==> config.mk <==
export PLATFORM = sky130hd
export DESIGN_NAME = hamming_enc_tx
export DESIGN_NICKNAME = d
export VERILOG_FILES = /design/src/rtl/hamming_pkg.sv /design/src/rtl/hamming_enc.sv /design/src/rtl/hamming_enc_tx.sv
export SDC_FILE = /design/constraint.sdc
export NUM_CORES = 1
export LEC_CHECK = 0
export CAP_MARGIN = 40
export CORE_MARGIN = 1.5
export CORE_UTILIZATION = 45
export CTS_BUF_LIST = sky130_fd_sc_hd__clkbuf_16
export DETAILED_ROUTE_END_ITERATION = 10
export PLACE_DENSITY = 0.74
export REMOVE_ABC_BUFFERS = 1
export SYNTH_ARGS = -nofsm -noshare
export SYNTH_HDL_FRONTEND = slang
export SYNTH_HIERARCHICAL = 1
export SYNTH_SLANG_ARGS = --single-unit
==> constraint.sdc <==
create_clock -name clock -period 2 [get_ports clock]
set_clock_uncertainty 0.05 [all_clocks]
set_input_delay 0.2 -clock clock [delete_from_list [all_inputs] [get_ports clock]]
set_output_delay 0.2 -clock clock [all_outputs]
set_load 0.05 [all_outputs]
==> src/rtl/hamming_pkg.sv <==
// -----------------------------------------------------------------------------
// hamming_pkg
// Shared definitions for the Hamming(7,4) link (transmit and receive sides).
//   - Codeword position constants: parity at 1/2/4, data at 3/5/6/7.
//   - tx_state_e: serial transmitter frame states.
//   - hamming_encode(): 4-bit nibble -> 7-bit codeword indexed [7:1].
// -----------------------------------------------------------------------------
package hamming_pkg;

    localparam int DATA_W = 4;
    localparam int CODE_W = 7;

    // Parity positions (also the syndrome weights on the decoder side)
    localparam int P1 = 1;
    localparam int P2 = 2;
    localparam int P4 = 4;

    // Data bit positions d0..d3
    localparam int D0_POS = 3;
    localparam int D1_POS = 5;
    localparam int D2_POS = 6;
    localparam int D3_POS = 7;

    localparam logic [2:0] LAST_POS = 3'd7;

    typedef enum logic [1:0] {
        ST_IDLE  = 2'd0,
        ST_START = 2'd1,
        ST_DATA  = 2'd2,
        ST_STOP  = 2'd3
    } tx_state_e;

    function automatic logic [7:1] hamming_encode(input logic [3:0] d);
        logic [7:1] c;
        c         = '0;
        c[D0_POS] = d[0];
        c[D1_POS] = d[1];
        c[D2_POS] = d[2];
        c[D3_POS] = d[3];
        c[P1]     = d[0] ^ d[1] ^ d[3];
        c[P2]     = d[0] ^ d[2] ^ d[3];
        c[P4]     = d[1] ^ d[2] ^ d[3];
        return c;
    endfunction

endpackage

==> src/rtl/hamming_enc.sv <==
// -----------------------------------------------------------------------------
// hamming_enc
// Pure combinational Hamming(7,4) encoder.
//   data_i [3:0]  data nibble d[3:0]
//   code_o [7:1]  codeword indexed by Hamming position (parity at 1/2/4)
// -----------------------------------------------------------------------------
module hamming_enc
    import hamming_pkg::*;
(
    input  logic [3:0] data_i,
    output logic [7:1] code_o
);

    assign code_o = hamming_encode(data_i);

endmodule

==> src/rtl/hamming_enc_tx.sv <==
// -----------------------------------------------------------------------------
// hamming_enc_tx
// Serial Hamming(7,4) transmitter. Accepts a nibble on a valid/ready handshake,
// encodes it (with optional single-bit error injection) and shifts the frame
// out as: start(0), c[1]..c[7], stop(1), each bit CLKS_PER_BIT cycles long.
//
// Handshake: a nibble is taken on a rising edge where in_valid & in_ready;
// in_ready is high only in IDLE, there is no buffering, and in_valid outside
// IDLE is ignored, so upstream must hold its data until in_ready.
//
// Ports
//   clock       rising-edge clock
//   reset       asynchronous active-high reset (aborts any frame at once)
//   in_data     data nibble d[3:0]
//   in_err_pos  codeword position 1..7 to invert, 0 = clean
//   in_valid    in_data/in_err_pos valid
//   in_ready    block can accept (combinational, FSM in IDLE)
//   code_out    registered codeword [7:1] after injection
//   code_valid  one-cycle pulse when code_out updates
//   tx_serial   registered serial line, idles high
//   busy        registered, frame in progress
// -----------------------------------------------------------------------------
module hamming_enc_tx
    import hamming_pkg::*;
#(
    parameter int CLKS_PER_BIT = 4
) (
    input  logic       clock,
    input  logic       reset,
    input  logic [3:0] in_data,
    input  logic [2:0] in_err_pos,
    input  logic       in_valid,
    output logic       in_ready,
    output logic [7:1] code_out,
    output logic       code_valid,
    output logic       tx_serial,
    output logic       busy
);

    localparam int TW = (CLKS_PER_BIT > 1) ? $clog2(CLKS_PER_BIT) : 1;
    localparam logic [TW-1:0] TMAX = TW'(CLKS_PER_BIT - 1);

    tx_state_e     state_q, state_d;
    logic [TW-1:0] timer_q, timer_d;
    logic [2:0]    idx_q,   idx_d;
    logic [7:1]    code_q,  code_d;
    logic          tx_q,    tx_d;
    logic          cv_q,    cv_d;
    logic          busy_q,  busy_d;

    logic [7:1] enc_code;
    logic [7:0] err_shift;
    logic [7:0] code_ext;
    logic [2:0] idx_nxt;
    logic       bit_done;

    hamming_enc u_enc (
        .data_i (in_data),
        .code_o (enc_code)
    );

    // One-hot mask over positions 0..7; position 0 ("no injection") falls off
    // the bottom when the mask is trimmed to [7:1].
    assign err_shift = 8'b1 << in_err_pos;

    // Pad position 0 so a 3-bit index selects a codeword bit directly.
    assign code_ext = {code_q, 1'b0};
    assign idx_nxt  = idx_q + 3'd1;
    assign bit_done = (timer_q == TMAX);

    assign in_ready = (state_q == ST_IDLE);

    always_comb begin
        state_d = state_q;
        timer_d = timer_q;
        idx_d   = idx_q;
        code_d  = code_q;
        tx_d    = tx_q;
        cv_d    = 1'b0;

        case (state_q)
            ST_IDLE: begin
                tx_d    = 1'b1;
                timer_d = '0;
                idx_d   = '0;
                if (in_valid) begin
                    state_d = ST_START;
                    code_d  = enc_code ^ err_shift[7:1];
                    cv_d    = 1'b1;
                    tx_d    = 1'b0;
                end
            end
            ST_START: begin
                if (bit_done) begin
                    timer_d = '0;
                    state_d = ST_DATA;
                    idx_d   = 3'd1;
                    tx_d    = code_q[P1];
                end else begin
                    timer_d = timer_q + TW'(1);
                end
            end
            ST_DATA: begin
                if (bit_done) begin
                    timer_d = '0;
                    if (idx_q == LAST_POS) begin
                        state_d = ST_STOP;
                        idx_d   = '0;
                        tx_d    = 1'b1;
                    end else begin
                        idx_d = idx_nxt;
                        tx_d  = code_ext[idx_nxt];
                    end
                end else begin
                    timer_d = timer_q + TW'(1);
                end
            end
            ST_STOP: begin
                tx_d = 1'b1;
                if (bit_done) begin
                    timer_d = '0;
                    state_d = ST_IDLE;
                end else begin
                    timer_d = timer_q + TW'(1);
                end
            end
            default: begin
                state_d = ST_IDLE;
                timer_d = '0;
                idx_d   = '0;
                tx_d    = 1'b1;
            end
        endcase

        busy_d = (state_d != ST_IDLE);
    end

    always_ff @(posedge clock or posedge reset) begin
        if (reset) begin
            state_q <= ST_IDLE;
            timer_q <= '0;
            idx_q   <= '0;
            code_q  <= '0;
            tx_q    <= 1'b1;
            cv_q    <= 1'b0;
            busy_q  <= 1'b0;
        end else begin
            state_q <= state_d;
            timer_q <= timer_d;
            idx_q   <= idx_d;
            code_q  <= code_d;
            tx_q    <= tx_d;
            cv_q    <= cv_d;
            busy_q  <= busy_d;
        end
    end

    assign code_out   = code_q;
    assign code_valid = cv_q;
    assign tx_serial  = tx_q;
    assign busy       = busy_q;

endmodule

==> results.py <==
metrics = {
    "status": {
        "outcome": "completed",
    },
    "placed_design": {
        "dp.final_hpwl_mm": 1.68,
        "gp_congestion": 0.928,
        "portBuffers": 20,
        "dp_slack_ns": 0.114,
    },
    "timing": {
        "finalSetupTns_ns": 0,
        "min_period_ns": 1.89,
        "hold_ws_ns": 0.285,
        "setup_violations": 0,
        "maxSlewHeadroom": 0.577,
        "hold_viol": 0,
        "tightest_slew_ns": 0.634,
        "fmax_ghz": 0.530,
        "post-route-period-util": 0.944,
        "worst_slack_ns": 0.113,
        "slew_viol_final": 0,
        "rsz0062_at_grt": "false",
    },
    "final_layout": {
        "fin_nets": 147,
        "layout-drive-gt1-share": 0.116,
        "diodes": 0,
        "multiInputGateArea_um2": 591,
        "fillers": 194,
        "areaGrowthSynthToFinish_pct": 28.6,
        "final_cell_mix": "clkdlybuf4s50_1, dfrtp_1, nor2_1, nand2_1, a21oi_1",
        "register_area_um2": 427,
        "final_common_cell": "clkdlybuf4s50_1",
        "utilization": 0.619,
    },
    "cts": {
        "htree_levels": 1,
        "cts_setup_buffers": 0,
        "worst_skew_pair.late_latency_ns": 0.25,
        "ctsLongestPathBuffers": 2,
        "cts_inserted_buffers": 3,
        "clock-sinks": 17,
        "root_buffer": "clkbuf_16",
        "cts.clk_slew.worst_paths_ns": 0.05,
        "cts_tree": "done",
    },
    "setup_path": {
        "crit_path_start": "idx_q[0]",
        "cp.arrival_ns": 2.01,
        "path_max_fanout": 2,
        "r2r_start": "idx_q[0]",
        "critPathRequiredTime_ns": 2.12,
        "cp_slowest_cell": "mux4_2",
        "critPathLaunchType": "register",
        "path_cells": "ha_1 -> ha_1 -> mux4_2 -> o311ai_2 -> a221oi_2",
        "cpMostUsedCell": "ha_1",
        "slowest_delay_ns": 0.52,
        "crit_type": "register to register",
        "critPathCaptureType": "register",
    },
    "synthesis": {
        "synth_top_family_by_area": "simple AND/OR/NAND/NOR gates",
        "yosysUniqueCellTypes": 33,
        "muxShareOfSynthArea": 0.0300,
        "synth_adder_area_share": 0.0807,
        "yosys_warnings": 6,
        "synth_seq_cells": 17,
        "syn-instance-count": 108,
        "syn_area_um2": 1080,
        "seq_area_frac_synth": 0.393,
        "synth_compound_area_frac": 0.149,
        "syn_area_per_cell_um2": 10.0,
        "synth_xor_area_frac": 0.122,
        "synth_simple_gate_area_frac": 0.163,
    },
    "min_path": {
        "hp-class": "input pin to asynchronous set/reset pin",
    },
    "global_routing": {
        "grt_max_degree": 18,
        "grtUsageTotal": 0.192,
        "antenna_found_initial": 0,
        "grt_pass1_vias": 845,
        "gr-total-overflow": 0,
        "grt_pass1_wl_mm": 3.73,
    },
    "route": {
        "vias_per_cell": 5.48,
        "final_antenna_net_count": 0,
        "dr.pass1.iters": 4,
        "vias": 860,
        "drt-total-wl_mm": 2.23,
        "drc_errors": 0,
        "post_drt_wl_per_cell_um": 14.2,
        "drtIter0Drc": 15,
    },
    "die": {
        "row_count": 17,
        "die_w_um": 52.1,
        "design.die.area_um2": 2710,
        "core-area_um2": 2250,
        "ios": 21,
        "die_h_um": 52.1,
        "initial_core_util": 0.481,
    },
    "pwr": {
        "cellLeakagePower_nw": 0.607,
        "peakVddDrop_mv": 0.976,
        "p_per_area_nw_per_um2": 1780,
        "power.total_w": 0.00249,
    },
    "flow_run": {
        "cap_violations": 0,
    },
}
[area by class of cell]
class / instances / share of cell area
Multi-Input combinational cell: 79 / 0.423
Timing Repair Buffer: 25 / 0.178
Tap cell: 28 / 0.0251
Inverter: 4 / 0.0108
Clock inverter: 1 / 0.00359
Clock buffer: 3 / 0.0538
Sequential cell: 17 / 0.306
[registers in the layout (all words and copies together) (netlist names)]
name        cells
timer_q         2
idx_q           3
busy            1
code_valid      1
state_q         2
tx_serial       1
code_out        7
[worst paths after layout]
kind | to | slack [ns] | depth (start not counted)
worst max register to register | tx_serial | 0.11 | 5
worst min-delay path | code_out[5] | 0.29 | 2
min in group clock | timer_q[0] | 0.40 | 1
worst min register to register | timer_q[0] | 0.40 | 1
worst max-delay path | tx_serial | 0.11 | 5
max in group asynchronous | code_valid | 1.21 | 2
[critical path, delay by kind of cell, from the launching register on]
family                   cells  cell delay, ns
flip-flops                   1            0.38
AO/OA/AOI/OAI                2            0.34
multiplexers                 1            0.52
adder cells (fa/ha/maj)      2            0.52
[synth_stat cells, drive strengths merged]
master	number	share of area
o21ai	5	0.023
nand2b	1	0.0058
nand3b	2	0.014
inv	4	0.014
nor3	3	0.014
o41ai	1	0.0081
o31a	1	0.0081
o21bai	1	0.010
o311ai	1	0.015
nor4	1	0.0058
dfrtp	16	0.37
nor2	13	0.045
dfstp	1	0.024
xor3	3	0.066
nor2b	2	0.012
and2	1	0.0058
o22a	1	0.0081
mux4	1	0.021
xnor2	3	0.024
a31oi	1	0.0058
a221oi	1	0.014
buf	7	0.044
clkbuf	1	0.0046
mux2i	1	0.0092
nand2	9	0.031
nor3b	3	0.021
xor2	4	0.032
nand3	2	0.0092
a21oi	9	0.042
a211oi	1	0.0069
a311oi	1	0.0081
ha	7	0.081
[power breakdown]
part | leakage, nW | total (W) | switching (W) | internal [W]
registers | 0.202 | 0.000626 | 0.000119 | 0.000507
clock network | 0.0409 | 0.000401 | 0.000133 | 0.000268
logic | 0.364 | 0.00146 | 0.000889 | 0.000571
[what timing repair did]
action                                  4_1_cts  5_1_grt
endpoints found under the hold margin         0        0
endpoints found under the setup margin        0        1
resized for setup                             0        1
hold buffers                                  0        0
[per-layer routing]
layer,share of wire,vias up,global-route usage
li1,-,415,-
met1,0.44,407,0.243
met2,0.48,32,0.293
met3,0.062,6,0.0661
met4,0.019,0,0.0877
met5,0,-,0
[cells by family (layout without fill, tap and decap cells)]
family                     count (synthesis)  after routing
xor gates and xnor gates                  10             10
buffers and inverters                     12             33
AOI/OAI and AO/OA                         23             23
and+or+nand+nor                           37             37
adders and majority gates                  7              7
muxes                                      2              2
DFF                                       17             17
[stage by stage]
stage / cell area, um2 / instances
2_1_floorplan: 1030 / 100
3_3_place_gp: 1320 / 153
3_5_place_dp: 1320 / 153
4_1_cts: 1400 / 157
5_1_grt: 1400 / 157
6_report: 1400 / 157
Note: power is estimated with default switching activity, not from simulation.
